`src/rtl/uart_tx_arbiter.sv`:
```
// Round-robin arbiter sharing one UART transmitter; grant/ack one cycle after an IDLE request, requests held off while the UART is busy.
// Optional 16-bit frame counter port frame_count_o when UART_TX_ARB_STATS_EN is defined.
module uart_tx_arbiter #(
  parameter int REQUESTERS = 4
) (
  input  logic                    clock_i,
  input  logic                    reset_i,
  input  logic [REQUESTERS-1:0]   req_i,
  input  logic [8*REQUESTERS-1:0] data_i,
  output logic [REQUESTERS-1:0]   ack_o,
  output logic [REQUESTERS-1:0]   done_o,
  output logic [REQUESTERS-1:0]   grant_o,
  output logic                    busy_o,
  input  logic                    two_stop_bits_i,
  input  logic                    parity_bit_i,
  input  logic                    parity_even_i,
  input  logic [15:0]             clock_divider_i,
  output logic                    uart_write_o,
  output logic [7:0]              uart_data_o,
  output logic                    uart_two_stop_bits_o,
  output logic                    uart_parity_bit_o,
  output logic                    uart_parity_even_o,
  output logic [15:0]             uart_clock_divider_o,
  input  logic                    uart_busy_i
`ifdef UART_TX_ARB_STATS_EN
  ,
  output logic [15:0]             frame_count_o
`endif
);

  localparam int IDX_W = (REQUESTERS > 1) ? $clog2(REQUESTERS) : 1;
  localparam int CW    = IDX_W + 1;

  typedef enum logic [1:0] {RESET_WAIT, IDLE, START, SEND} state_t;

  state_t                state, state_nxt;
  logic [IDX_W-1:0]      ptr;
  logic [IDX_W-1:0]      win_idx;
  logic [REQUESTERS-1:0] win_oh;
  logic [CW-1:0]         cand;
  logic                  found;
  logic                  take;
  logic                  finish;

  // Search from ptr upward with wrap; cand carries one spare bit so ptr+k never overflows.
  always_comb begin
    found   = 1'b0;
    win_idx = '0;
    cand    = '0;
    for (int k = 0; k < REQUESTERS; k++) begin
      cand = {1'b0, ptr} + CW'(k);
      if (cand >= CW'(REQUESTERS)) cand = cand - CW'(REQUESTERS);
      if (!found && req_i[cand[IDX_W-1:0]]) begin
        found   = 1'b1;
        win_idx = cand[IDX_W-1:0];
      end
    end
    win_oh          = '0;
    win_oh[win_idx] = 1'b1;
  end

  always_ff @(posedge clock_i) begin
    if (reset_i) state <= RESET_WAIT;
    else         state <= state_nxt;
  end

  always_comb begin
    state_nxt = state;
    take      = 1'b0;
    finish    = 1'b0;
    case (state)
      RESET_WAIT: if (!uart_busy_i) state_nxt = IDLE;
      IDLE: begin
        if (found && !uart_busy_i) begin
          take      = 1'b1;
          state_nxt = START;
        end
      end
      START: if (uart_busy_i) state_nxt = SEND;
      SEND: begin
        if (!uart_busy_i) begin
          finish    = 1'b1;
          state_nxt = IDLE;
        end
      end
      default: state_nxt = RESET_WAIT;
    endcase
  end

  assign busy_o = (state != IDLE);

  // Frame data and configuration are captured only at grant, so input changes mid-frame are ignored.
  always_ff @(posedge clock_i) begin
    if (reset_i) begin
      ack_o                <= '0;
      done_o               <= '0;
      grant_o              <= '0;
      ptr                  <= '0;
      uart_write_o         <= 1'b0;
      uart_data_o          <= 8'h00;
      uart_two_stop_bits_o <= 1'b0;
      uart_parity_bit_o    <= 1'b0;
      uart_parity_even_o   <= 1'b0;
      uart_clock_divider_o <= 16'h0000;
    end else begin
      ack_o  <= '0;
      done_o <= '0;
      if (take) begin
        ack_o                <= win_oh;
        grant_o              <= win_oh;
        ptr                  <= (win_idx == IDX_W'(REQUESTERS - 1)) ? '0 : win_idx + IDX_W'(1);
        uart_write_o         <= 1'b1;
        uart_data_o          <= data_i[8*win_idx +: 8];
        uart_two_stop_bits_o <= two_stop_bits_i;
        uart_parity_bit_o    <= parity_bit_i;
        uart_parity_even_o   <= parity_even_i;
        uart_clock_divider_o <= clock_divider_i;
      end
      if (state == START && uart_busy_i) uart_write_o <= 1'b0;
      if (finish) begin
        done_o  <= grant_o;
        grant_o <= '0;
      end
    end
  end

`ifdef UART_TX_ARB_STATS_EN
  always_ff @(posedge clock_i) begin
    if (reset_i)     frame_count_o <= 16'h0000;
    else if (finish) frame_count_o <= frame_count_o + 16'h0001;
  end
`endif

endmodule
```
`config.mk`:
```
export PLATFORM = sky130hd
export DESIGN_NAME = uart_tx_arbiter
export DESIGN_NICKNAME = d
export VERILOG_FILES = /design/src/rtl/uart_tx_arbiter.sv
export SDC_FILE = /design/constraint.sdc
export NUM_CORES = 1
export LEC_CHECK = 0
export ABC_CLOCK_PERIOD_IN_PS = 2270
export CORE_UTILIZATION = 30
export CTS_BUF_LIST = sky130_fd_sc_hd__clkbuf_8
export CTS_CLUSTER_SIZE = 8
export DETAILED_ROUTE_END_ITERATION = 8
export REMOVE_ABC_BUFFERS = 1
export SLEW_MARGIN = 30
export SYNTH_ARGS = -nofsm -noshare
export SYNTH_HDL_FRONTEND = slang
export SYNTH_SLANG_ARGS = --single-unit
```
`constraint.sdc`:
```
create_clock -name clock_i -period 2.27 [get_ports clock_i]
set_clock_uncertainty 0.15 [all_clocks]
set_input_delay 0.3405 -clock clock_i [delete_from_list [all_inputs] [get_ports clock_i]]
set_output_delay 0.3405 -clock clock_i [all_outputs]
set_load 0.005 [all_outputs]
```
==> run summary <==
The number of failing hold endpoints at the final stage was 0. The top cell type by total area after synthesis is sky130_fd_sc_hd__dfxtp_1. Setup repair after global routing left no endpoint under its margin. The part of the cycle the worst path needs is a little over 90%. The sort of element at the end of the critical path is an output port. The count of nets after finishing is 378. The flow ran to the end, and the final reports show no timing, DRC or antenna violations. Derived from the worst setup path, the maximum achievable clock frequency is roughly 0.48 GHz.

The final setup slack of the worst path came out at around 0.18 ns. The worst setup path is launched from a flip-flop. The floorplan has 29 rows. The hold buffer count at cts is 0. The cell count after synthesis came out at around 210. Summed over all cells, the static leakage comes to 0.00116 uW. The startpoint identified for the worst register-to-register timing path is state[0]$_SDFFE_PP0P_.

The number of setup buffers added after CTS came out at 0. Input and output buffers added on the ports amount to between 90 and 100. The slew of the pin with the lowest slew margin came out at approximately 0.57 ns. The count of distinct cell types in the synthesized netlist came out at 26. The worst setup path is of the flip-flop to output port kind.

CTS built an H-tree with a depth of 2. The routing layer with the top usage in global route is met2. The capture point of the worst reg-to-reg path is uart_data_o[2]$_SDFFE_PP0P_. In this run the most critical hold path is launched from uart_clock_divider_o[2]$_SDFFE_PP0P_. The quantity of gates resized following cts came out at 0.

The post-synthesis async set-or-reset flop share came out at 0%. The number of cells on the worst reg-to-reg path came out at 6. The power density normalized to cell area is about 730 nW/um^2. The largest fanout of any net on the critical path is 4. The launching element of the worst setup path is state[1]$_SDFFE_PP0P_. Dividing the detail-routed wire length by the instance count gives between 10 and 15 um.

The mean area per synthesized cell came out at around 9.5 um^2. The repair_antennas step left the layout with diodes totalling 0. The wire length of the first global-routing pass came out at about 8.3 mm. The count of state elements after synthesis is 44. In the layout the commonest cells are sky130_fd_sc_hd__clkdlybuf4s50_1 (98), sky130_fd_sc_hd__nand2_1 (50), sky130_fd_sc_hd__dfxtp_1 (44). The final estimated routing congestion in global placement came out at between 0.6 and 0.7.

The max-slew violation total from the final report came out at 0. The HPWL after detailed placement came out at between 3 and 4 mm. The routed layout has roughly 1800 vias. After synthesis, the cell types taking the most area are sky130_fd_sc_hd__dfxtp_1 (44%), sky130_fd_sc_hd__nand2_1 (9.4%), sky130_fd_sc_hd__mux2i_1 (9.0%), sky130_fd_sc_hd__a21oi_1 (7.0%), sky130_fd_sc_hd__o221ai_2 (6.0%). The initial core utilization came out at between 30% and 40%.

The global-route track usage on met3 came out at 4.06%. Global routing used roughly a quarter of the available met2 tracks. The fraction of layout instances using a drive strength above 1 is between 10% and 20%. The signed area change from the synthesized netlist to the final layout came out at 61.1%. The clock transition at the register clock pins on the worst setup and hold paths after CTS is around 0.09 ns. The share of Yosys cell area claimed by the top area cell type is ~44%. The clock tree from TritonCTS is yes. The number of maximum-capacitance violations is 0. The worst hold path terminates at uart_clock_divider_o[2]$_SDFFE_PP0P_.

The largest net degree at the start of global routing came out at 24. The count of cells along the worst hold path came out at 2. OpenSTA, run right after detailed placement, puts the worst setup slack at roughly 0.039 ns. The total number of yosys warnings is 0.

The final design utilization is 50.3%. The library cell used most frequently in the layout, excluding fill and tap cells, is sky130_fd_sc_hd__clkdlybuf4s50_1. The number of antenna violations at the first check in global routing was 0. The total grt overflow is 0. The post-route DRC violation count is 0. The total routing usage reported by global routing is about 14%. The clock insertion delay at the later pin of the skew report came out at around 0.30 ns.

In this run the standard cell core region covers about 6400 um^2. The final critical delay including setup and external delays came out at between 2 and 2.5 ns. No sink is reached through more buffers than the 2 on the longest clock path. Once detail routing completed, the nets flagged for antenna violations numbered 0. The netlist area before placement is around 2000 um^2. The die is about 84 um wide. The number of optimization iterations in the first detailed-route pass came out at 4.

Counting every sink on the clock net gives 44. The vertical die dimension is ~84 um. The routing usage on met1 came out at a little under a fifth. The worst slew margin relative to its limit is approximately 62%.

The via count of the first global-routing pass is 1798. The cell area after layout came out at about 3200 um^2. Among all flip-flop cells after synthesis, the most frequent one is sky130_fd_sc_hd__dfxtp_1. The final-report setup violation count is 0.

The required time of the critical path came out at approximately 1.8 ns. The die footprint is between 6000 and 7000 um^2. Across all register-to-register paths, the minimum setup slack is roughly 0.38 ns. The top-level I/O count is 99.

Clock tree synthesis selected as its root buffer the cell sky130_fd_sc_hd__clkbuf_8. The count of flip-flops with a built-in enable after synthesis came out at 0. The path class of the tightest hold or removal check is flip-flop to flip-flop. The maximum ir drop on the vdd rail came out at 376 uV.

The final-layout fill cell count is about 630. The detailed router finished its first iteration with 39 violations. The final routed wirelength across all metal layers is around 4.9 mm. The critical path data arrival time came out at 1.60 ns.

The number of buffers created by CTS is 5. The placement-stage cell area is roughly 3100 um^2. The proportion of synthesized chip area in sequential cells is roughly 44%. The via count normalized by instance count is 4.58.
-- cell families (layout without fill, tap and decap cells) --
kind of cell / after synthesis / in the layout / share of synthesized area [%]
AOI/OAI and AO/OA: 42 / 42 / 15.2
buffers and inverters: 18 / 121 / 5.08
and+or+nand+nor: 82 / 82 / 22.1
muxes: 18 / 18 / 9.03
DFF: 44 / 44 / 44.2
adders and majority gates: 7 / 7 / 4.39
-- cells in the mapped netlist (2+ instances only) --
| cell type | number |
|---|---|
| sky130_fd_sc_hd__a211oi_1 | 3 |
| sky130_fd_sc_hd__a21oi_1 | 28 |
| sky130_fd_sc_hd__and2_1 | 8 |
| sky130_fd_sc_hd__buf_4 | 3 |
| sky130_fd_sc_hd__buf_6 | 3 |
| sky130_fd_sc_hd__clkbuf_1 | 6 |
| sky130_fd_sc_hd__dfxtp_1 | 44 |
| sky130_fd_sc_hd__ha_1 | 7 |
| sky130_fd_sc_hd__inv_1 | 6 |
| sky130_fd_sc_hd__mux2i_1 | 18 |
| sky130_fd_sc_hd__nand2_1 | 50 |
| sky130_fd_sc_hd__nand2b_1 | 2 |
| sky130_fd_sc_hd__nand3b_1 | 9 |
| sky130_fd_sc_hd__nor2_1 | 5 |
| sky130_fd_sc_hd__o221ai_2 | 8 |
-- worst max-delay path, stage by stage, from the launching register on --
cell and delay [ns]:
sky130_fd_sc_hd__dfxtp_1 0.39, sky130_fd_sc_hd__inv_1 0.06, sky130_fd_sc_hd__ha_1 0.17, sky130_fd_sc_hd__inv_1 0.15, sky130_fd_sc_hd__clkdlybuf4s50_1 0.53
-- power breakdown --
group | switching, uW | total [uW] | internal [uW]
Combinational | 367 | 804 | 437
Clock | 292 | 623 | 332
Sequential | 62.3 | 933 | 871
-- worst max path at each step --
stage,slack [ns],to
after floorplan,-0.42,ack_o[1]$_SDFF_PP0_
after global placement,0.12,state[0]$_SDFFE_PP0P_
after detailed placement,0.04,uart_clock_divider_o[7]$_SDFFE_PP0P_
after CTS,0.16,busy_o
after global routing,0.09,busy_o
final,0.18,busy_o
-- cell type report --
class | count | area, um^2 | share of cell area, %
clock buffer | 5 | 68.8 | 2.14
clock inverter | 3 | 46.3 | 1.44
inverter | 6 | 22.5 | 0.701
multi-input combinational | 149 | 1020 | 31.9
sequential | 44 | 881 | 27.4
tap | 77 | 96.3 | 3.00
timing repair buffer | 107 | 1070 | 33.4
-- routing by layer --
| metal | vias to the layer above | routed length, um |
|---|---|---|
| li1 | 921 | - |
| met1 | 802 | 2220 |
| met2 | 60 | 2310 |
| met3 | 6 | 321 |
| met4 | 0 | 59 |
| met5 | - | 0 |
-- sequential cells by signal, indices dropped and copies added, names as in the netlist --
signal,flops
state,2
uart_parity_bit_o,1
uart_parity_even_o,1
ack_o,4
done_o,4
grant_o,4
uart_two_stop_bits_o,1
uart_clock_divider_o,16
uart_data_o,8
uart_write_o,1
ptr,2
-- stage by stage --
| stage | TNS (ns) | cells | total power, uW | hold WS, ns |
|---|---|---|---|---|
| floorplan | -5.80 | 199 | 1340 | 0.260 |
| global placement | 0 | 383 | 1760 | 0.292 |
| detailed placement | 0 | 383 | 1770 | 0.300 |
| CTS | 0 | 391 | 2390 | 0.312 |
| global route | 0 | 391 | 2500 | 0.337 |
| finish | 0 | 391 | 2360 | 0.309 |
Power figures use the tool's default switching activity.
